<file path="config.mk">
export PLATFORM = sky130hd
export DESIGN_NAME = multi_edge_detector
export DESIGN_NICKNAME = d
export VERILOG_FILES = /design/src/rtl/multi_edge_detector.sv
export SDC_FILE = /design/constraint.sdc
export NUM_CORES = 1
export LEC_CHECK = 0
export ABC_AREA = 1
export CELL_PAD_IN_SITES_DETAIL_PLACEMENT = 1
export CELL_PAD_IN_SITES_GLOBAL_PLACEMENT = 1
export CORE_ASPECT_RATIO = 1.2
export CORE_UTILIZATION = 35
export CTS_CLUSTER_SIZE = 25
export DETAILED_ROUTE_END_ITERATION = 8
export PLACE_DENSITY = 0.9
export RECOVER_POWER = 50
export REMOVE_ABC_BUFFERS = 1
export SYNTH_ARGS = -nofsm -noshare
export SYNTH_HDL_FRONTEND = slang
export SYNTH_SLANG_ARGS = --single-unit
</file>
<file path="constraint.sdc">
create_clock -name clk -period 1.05 [get_ports clk]
set_input_delay 0.21 -clock clk [delete_from_list [all_inputs] [get_ports clk]]
set_output_delay 0.21 -clock clk [all_outputs]
set_load 0.01 [all_outputs]
</file>
<file path="src/rtl/multi_edge_detector.sv">
// Per-channel synchronise / optional debounce / edge pulse / sticky flag block.
// Define EDGE_DEBOUNCE_EN to build a DB_CYCLES-deep debounce filter per channel.
module multi_edge_detector #(
  parameter int CH          = 4,
  parameter int SYNC_STAGES = 2,
  parameter int DB_CYCLES   = 4
) (
  input  logic          clk,
  input  logic          rst_n,
  input  logic [CH-1:0] sign_in,
  input  logic [1:0]    edge_sel,
  input  logic [CH-1:0] evt_clr,
  output logic [CH-1:0] pulse_out_p,
  output logic [CH-1:0] pulse_out_n,
  output logic [CH-1:0] evt_flag,
  output logic          irq
);

  // Refuse to elaborate configurations the channel logic cannot honour.
  if (CH < 1 || CH > 32) begin : g_bad_ch
    $error("multi_edge_detector: CH must be 1..32");
  end
  if (SYNC_STAGES < 2) begin : g_bad_sync
    $error("multi_edge_detector: SYNC_STAGES must be at least 2");
  end
  if (DB_CYCLES < 2) begin : g_bad_db
    $error("multi_edge_detector: DB_CYCLES must be at least 2");
  end

  logic [CH-1:0] sync_out;
  logic [CH-1:0] filt;
  logic [CH-1:0] filt_d_reg;
  logic [CH-1:0] pulse_p_reg;
  logic [CH-1:0] pulse_n_reg;
  logic [CH-1:0] flag_reg;
  logic [CH-1:0] flag_next;
  logic [CH-1:0] flag_set;

  genvar gi;
  generate
    for (gi = 0; gi < CH; gi++) begin : g_ch
      logic [SYNC_STAGES-1:0] sync_reg;

      always_ff @(posedge clk or negedge rst_n) begin
        if (!rst_n) begin
          sync_reg <= '0;
        end else begin
          sync_reg <= {sync_reg[SYNC_STAGES-2:0], sign_in[gi]};
        end
      end

      assign sync_out[gi] = sync_reg[SYNC_STAGES-1];

`ifdef EDGE_DEBOUNCE_EN
      localparam int CNT_W = $clog2(DB_CYCLES);

      logic [CNT_W-1:0] db_cnt_reg;
      logic             f_reg;

      // f only moves once the synchronised level has disagreed with it
      // on DB_CYCLES consecutive edges; any agreement restarts the count.
      always_ff @(posedge clk or negedge rst_n) begin
        if (!rst_n) begin
          db_cnt_reg <= '0;
          f_reg      <= 1'b0;
        end else if (sync_out[gi] == f_reg) begin
          db_cnt_reg <= '0;
        end else if (db_cnt_reg == CNT_W'(DB_CYCLES - 1)) begin
          db_cnt_reg <= '0;
          f_reg      <= sync_out[gi];
        end else begin
          db_cnt_reg <= db_cnt_reg + 1'b1;
        end
      end

      assign filt[gi] = f_reg;
`else
      assign filt[gi] = sync_out[gi];
`endif
    end
  endgenerate

  always_ff @(posedge clk or negedge rst_n) begin
    if (!rst_n) begin
      filt_d_reg  <= '0;
      pulse_p_reg <= '0;
      pulse_n_reg <= '0;
    end else begin
      filt_d_reg  <= filt;
      pulse_p_reg <= filt & ~filt_d_reg;
      pulse_n_reg <= ~filt & filt_d_reg;
    end
  end

  // Set wins over a coincident clear so no event is lost.
  always_comb begin
    flag_set  = (pulse_p_reg & {CH{edge_sel[0]}}) | (pulse_n_reg & {CH{edge_sel[1]}});
    flag_next = (flag_reg & ~evt_clr) | flag_set;
  end

  always_ff @(posedge clk or negedge rst_n) begin
    if (!rst_n) begin
      flag_reg <= '0;
    end else begin
      flag_reg <= flag_next;
    end
  end

  assign pulse_out_p = pulse_p_reg;
  assign pulse_out_n = pulse_n_reg;
  assign evt_flag    = flag_reg;
  assign irq         = |flag_reg;

endmodule

</file>
; Word level (Yosys, flattened, before mapping)
; Cells that the tools add are included.
[op_classes]
reduce_logical = 1
bitwise_logic = 10
[ops]
columns = op, n
row1 = $and 4x4->4, 5
row2 = $not 4->4, 3
row3 = $or 4x4->4, 2
row4 = $reduce_or 4->1, 1
[word_totals]
register_bits = 24
in_bits = 12

; Depth between registers and ports, before layout
; Gate-level depths: netlist of run 1.
[logic_depth]
word_depth = 3
mapped_depth = 3
depth_no_buf = 3

; Worst setup path after synthesis of run 1
; No wires, ideal clock.
[synth_path]
path_kind = register -> output
start = reg flag_reg[0], in the netlist evt_flag[0]
end = out irq
path_stages_with_launch = 3
path_slack_ns = 0.242
path_buffers = 0
arrival_ns = 0.598
cell_sequence = dfrtp_1 nor2_1 nand2_1
[synth_between]
elab_chain_cells = 1
[synth_lines]
columns = element, line_no
row1 = from (decl), 35  ; logic [CH-1:0] flag_reg;
row2 = from (signal assigned), 105  ; flag_reg <= flag_next;
row3 = $reduce_or 4->1, 112  ; assign irq = |flag_reg;
row4 = to (decl), 16  ; output logic irq
; Every way passes these cells.

; Worst setup path in the final report of run 1
[layout_path]
start = reg flag_reg[3], in the netlist evt_flag[3]
end = out irq
; The elaborated chain is that of the path after synthesis.

==> metrics.yaml, run 1 <==
dp_slack_ns: -0.210
ant_nets: 0
wl_met3_um: 128
setup_viol: 8
wl_met1_um: 577
rsz0062_at_grt: "true"
crit_path_max_fanout: 2
syn_to_final_growth_pct: 49.6
wl_met2_um: 977
grt_pass1_wl_um: 2560
gp_routability_congestion: 0.673
min_period_over_period_pct: 117
n_antenna_cell: 0
clock_skew_ns: 0.00260
track_usage_pct: 15.9
r2r_cells: 4
grt_pass1_vias: 588
ioPinCount: 25
netlist-cell-type-count: 5
largest_reg_flops: 8
design_area_um2: 1120
antenna_found_initial: 0
wl_per_cell_um: 12.8
rows: 18
fillers: 220
finalWorstSetupSlack_ns: -0.179
numCtsBuffers: 3
yosysSeqAreaShare_pct: 79.9
vdd.ir_drop.worst_v: 0.00102
slew_headroom_pct: 62.1
worst_pin_slew_ns: 0.568
hold_violations: 0
required_ns: 0.84
dieWidth_um: 44.3
via_per_inst: 4.41
final_nets: 115
clockBufferDepth: 2
drv_cap: 0
die-area_um2: 2340
drt-initial-drc-count: 4
slew_viol_final: 0
final_cell_mix: "24 x dfrtp_1, 13 x nand2_1, 12 x inv_1, 10 x buf_4, 9 x nor2_1"
grt_max_degree: 25
arrival_ns: 1.02
ctsHtreeMaxLevel: 1
hpwl_um: 1300
worstHoldPathType: "input port to flop"
max_freq_mhz: 813
startpoint_type: "flop"
die_h_um: 52.8
post-route-drc-count: 0
cts_tree: "yes"
avgSynthCellArea_um2: 11.9
ys_ff_latch: 24
drive_gt1_share_pct: 27.5
fin_crit_ns: 1.23
grt-ovfl-total: 0
clock-root-buffer: "clkbuf_4"
violations: "negative setup slack"
vias: 582
first_pass_iters: 2
clock-sinks: 24
clkLatencyLatePin_ns: 0.30
synth_warnings: 0
routed_wl_um: 1680
clk_pin_slew_worst_paths_ns: 0.12
initial_utilization_pct: 36.7
min_path_cells: 1
synth_area_um2: 752
highest_layer: "met3"
status: "finished, violations left"
core_area_um2: 2050
p_leak_nw: 0.599
fin_setup_tns_ns: -0.673
post_dp_cell_area_um2: 1050
layout_commonest_cell: "dfrtp_1"
worstSetupPathType: "flop to output pin"
io_buffers: 24
synthCells: 63
powerDensity_nw_per_um2: 1530
end_kind: "output pin"
## stage by stage
step	total power, mW	hold WS (ns)	utilization, %	instances
6_report	1.72	0.327	54.9	132
5_1_grt	1.81	0.316	54.9	132
4_1_cts	1.73	0.246	53.2	129
3_5_place_dp	1.25	0.336	51.2	118
3_3_place_gp	1.23	0.334	51.2	118
2_1_floorplan	1.08	-0.0856	-	63
## what timing repair did
action                     4_1_cts  5_1_grt
setup buffers                    7        3
hold buffers                     0        0
setup endpoints to repair       13       13
pin swaps                        3        1
gates resized for setup         51        5
## cells in the mapped netlist, drive strengths merged
master,n,share of area [%]
nand3,4,2.7
nor2,10,5.0
inv,12,6.0
nand2,13,6.5
dfrtp,24,80
## area by class of cell
class                           count  area (um2)  share of cell area [%]
Sequential cell                    24         601                    53.4
Timing Repair Buffer               35         297                    26.4
Multi-Input combinational cell     27         109                    9.68
Inverter                           12        45.0                    4.00
Tap cell                           30        37.5                    3.34
Clock buffer                        4        36.3                    3.23
## layer usage
| metal | track usage, % | vias up |
|---|---|---|
| li1 | - | 263 |
| met1 | 16.3 | 294 |
| met2 | 29.9 | 25 |
| met3 | 3.10 | 0 |
| met4 | 7.58 | 0 |
| met5 | 0 | - |
## path summary, 6_finish.rpt
check                                    startpoint                  end  slack [ns]
min in group asynchronous                     rst_n       pulse_out_p[0]        0.42
worst max register to register          evt_flag[2]          evt_flag[2]        0.11
worst min-delay path                     sign_in[1]  g_ch[1].sync_reg[0]        0.33
worst min register to register  g_ch[1].sync_reg[0]  g_ch[1].sync_reg[1]        0.37
worst max-delay path                    evt_flag[3]                  irq       -0.18
max in group asynchronous                     rst_n          evt_flag[3]        0.26
## worst max-delay path: stages, from the launching register on
cell and delay (ns):
dfrtp_1 0.41, nor2_1 0.12, nand2_1 0.05, buf_2 0.13
## kinds of logic (layout without fill, tap and decap cells)
logic type / Yosys count / after routing / synth area share (%)
flip-flops: 24 / 24 / 79.9
buffers and inverters: 12 / 51 / 5.99
AND/OR/NAND/NOR: 27 / 27 / 14.1
## report_power, final
part,leakage [nW],total [mW],internal (mW),switching [mW]
registers,0.292,1.02,0.980,0.0355
logic,0.286,0.239,0.135,0.104
clock network,0.0210,0.465,0.211,0.254
No activity file was read; power rests on OpenSTA's default activity.
==> inputs of run 2 (changes only) <==
--- a/config.mk
+++ b/config.mk
@@ -12,9 +12,11 @@
 export CORE_UTILIZATION = 35
 export CTS_CLUSTER_SIZE = 25
 export DETAILED_ROUTE_END_ITERATION = 8
+export GPL_TIMING_DRIVEN = 0
 export PLACE_DENSITY = 0.9
 export RECOVER_POWER = 50
 export REMOVE_ABC_BUFFERS = 1
+export SKIP_CTS_REPAIR_TIMING = 1
 export SYNTH_ARGS = -nofsm -noshare
 export SYNTH_HDL_FRONTEND = slang
 export SYNTH_SLANG_ARGS = --single-unit
==> run 2 against run 1 <==
Net effect: the flow still finishes with violations (negative setup slack); sequential power is essentially flat; clock power up 39%; combinational power shrank 23%; global-route usage decreased by 2.4 points; core utilization shrank 2.9 points; clock skew is 0.0032 ns higher; final area down 5.2%; die area is the same; maximum frequency is 5.7% lower; total power up 7.5%; via count fell by 11%; largest cell class unchanged; first-iteration DRC count fell by 25%.
==> metrics.yaml, run 2 (synthesized netlist as in run 1, its figures left out) <==
io_buffers: 24  # unchanged
min_period_over_period_pct: 124  # +7.0 points
hold_violations: 0  # unchanged
cts_tree: "yes"
drive_gt1_share_pct: 18.5  # -9.0 points
final_nets: 105  # -8.7%
clk_pin_slew_worst_paths_ns: 0.13  # about the same
worst_pin_slew_ns: 1.00  # +0.433 ns
ioPinCount: 25  # unchanged
p_comb_share_pct: 9.9  # -4.0 points
clock_skew_ns: 0.00582  # +0.00322 ns
die-area_um2: 2340  # unchanged
powerDensity_nw_per_um2: 1730  # +13%
crit_path_max_fanout: 3  # +1
hpwl_um: 1060  # -19%
routed_wl_um: 1400  # -17%
vias: 519  # -11%
setup_viol: 10  # +2
via_per_inst: 4.25  # -3.5%
drt-initial-drc-count: 3  # -1
violations: "negative setup slack"
seqPwrFrac_pct: 55.0  # -4.0 points
p_switching_mw: 0.386  # -1.9%
end_kind: "output pin"
hold_ws_ns: 0.0465  # -0.280 ns
final_cell_mix: "24 x dfrtp_1, 13 x nand2_1, 12 x inv_1, 9 x nor2_1, 7 x clkbuf_2"
ant_nets: 0  # unchanged
vdd.ir_drop.worst_v: 0.00105  # +3.6%
arrival_ns: 1.09  # +0.07 ns
largest_reg_flops: 8  # unchanged
r2r_end: "evt_flag[2]"
design_area_um2: 1070  # -5.2%
dp_cells: 117  # -0.85%
critPathMaxStageDelay_ns: 0.42  # about the same
layout_commonest_cell: "dfrtp_1"
core_area_um2: 2050  # unchanged
path_cells: "buf_6, nor2_4, nand2_1, buf_2"
r2r_cells: 2  # -2
antenna_found_initial: 0  # unchanged
grt_pass1_wl_um: 2130  # -17%
cp_slowest_cell: "dfrtp_1"
drv_cap: 0  # unchanged
slew_viol_final: 0  # unchanged
utilization_pct: 52.0  # -2.9 points
grt-ovfl-total: 0  # unchanged
clkLatencyLatePin_ns: 0.31  # about the same
required_ns: 0.84  # about the same
dieWidth_um: 44.3  # unchanged
total_power_mw: 1.85  # +7.5%
first_pass_iters: 4  # +2
clock-sinks: 24  # unchanged
die_h_um: 52.8  # unchanged
worstHoldPathType: "input port to asynchronous set/reset pin"
rows: 18  # unchanged
grt_pass1_vias: 522  # -11%
rsz0062_at_grt: "true"
ff2ff_setup_slack_ns: 0.36  # +0.25 ns
startpoint_type: "flop"
clockBufferDepth: 2  # unchanged
worstSetupPathType: "flop to output pin"
clockPowerShare_pct: 35.1  # +8.1 points
numCtsBuffers: 3  # unchanged
syn_to_final_growth_pct: 41.8
fin_crit_ns: 1.30  # +0.0738 ns
track_usage_pct: 13.5  # -2.4 points
wl_per_cell_um: 11.5  # -10%
grt_max_degree: 25  # unchanged
n_antenna_cell: 0  # unchanged
p_leak_nw: 0.580  # -3.2%
initial_utilization_pct: 36.7  # unchanged
status: "finished, violations left"
post_dp_cell_area_um2: 1030  # -1.9%
r2r_start: "evt_flag[2]"
finalWorstSetupSlack_ns: -0.253  # -0.0738 ns
max_freq_mhz: 767  # -5.7%
post-route-drc-count: 0  # unchanged
clock-root-buffer: "clkbuf_4"
switching_share_pct: 20.9  # -2.0 points
ctsHtreeMaxLevel: 1  # unchanged
internal_power_mw: 1.46  # +10%
finalNonFillerCells: 122  # -7.6%
gp_routability_congestion: 0.634  # -5.9%
slew_headroom_pct: 33.1  # -29 points
==> run 2: cell count changes in the layout (fill, tap and decap cells not counted), sizes merged <==
cell and change:
dlymetal6s2s +3, dlygate4sd3 +1, bufinv +1, clkdlybuf4s50 -2, buf -17, clkbuf +5
dlygate4sd2 -1
==> run 2: worst max-delay path by stage <==
stage | slack, ns | from | endpoint | cells after the start
final | -0.25 | evt_flag[1] | irq | 4
after floorplan | 0.24 | evt_flag[0] | irq | 2
after detailed placement | -0.44 | rst_n | g_ch[1].sync_reg[1] | 1
after global routing | -0.32 | evt_flag[1] | irq | 4
after CTS | -0.54 | evt_flag[2] | irq | 3
after global placement | -0.40 | rst_n | g_ch[1].sync_reg[0] | 1
==> run 2: layout make-up <==
class	instances	area [um2]
clock buffers	3	22.5
clock inverters	1	30.0
fillers	217	983
inverters	12	45.0
multi-input cells	27	114
flip-flops and latches	24	601
well taps	30	37.5
repair buffers	25	216
==> run 2: worst max-delay path: cells and delay by family (launching register included) <==
kind	cells	cell delay (ns)
buf+inv	2	0.26
flops	1	0.42
simple gates	2	0.10
==> run 2: per-layer routing <==
layer / global-route usage, % / wire, um
met5: 0 / 0
met1: 11.8 / 461
met4: 7.58 / 0
met2: 25.2 / 804
met3: 5.17 / 132
==> run 2: power groups by stage <==
| stage | logic [mW] | clock network [mW] | registers [mW] |
|---|---|---|---|
| after floorplan | 0.0390 | 0 | 1.04 |
| after global placement | 0.192 | 0 | 1.03 |
| after detailed placement | 0.202 | 0 | 1.03 |
| after CTS | 0.202 | 0.673 | 1.01 |
| after global routing | 0.204 | 0.705 | 1.03 |
| final | 0.183 | 0.648 | 1.02 |
==> run 2: stage by stage <==
| step | setup WS [ns] | TNS, ns |
|---|---|---|
| final | -0.253 | -0.544 |
| after global routing | -0.316 | -1.20 |
| after CTS | -0.540 | -7.40 |
| after detailed placement | -0.445 | -11.33 |
| after global placement | -0.398 | -9.98 |
| after floorplan | 0.242 | 0 |
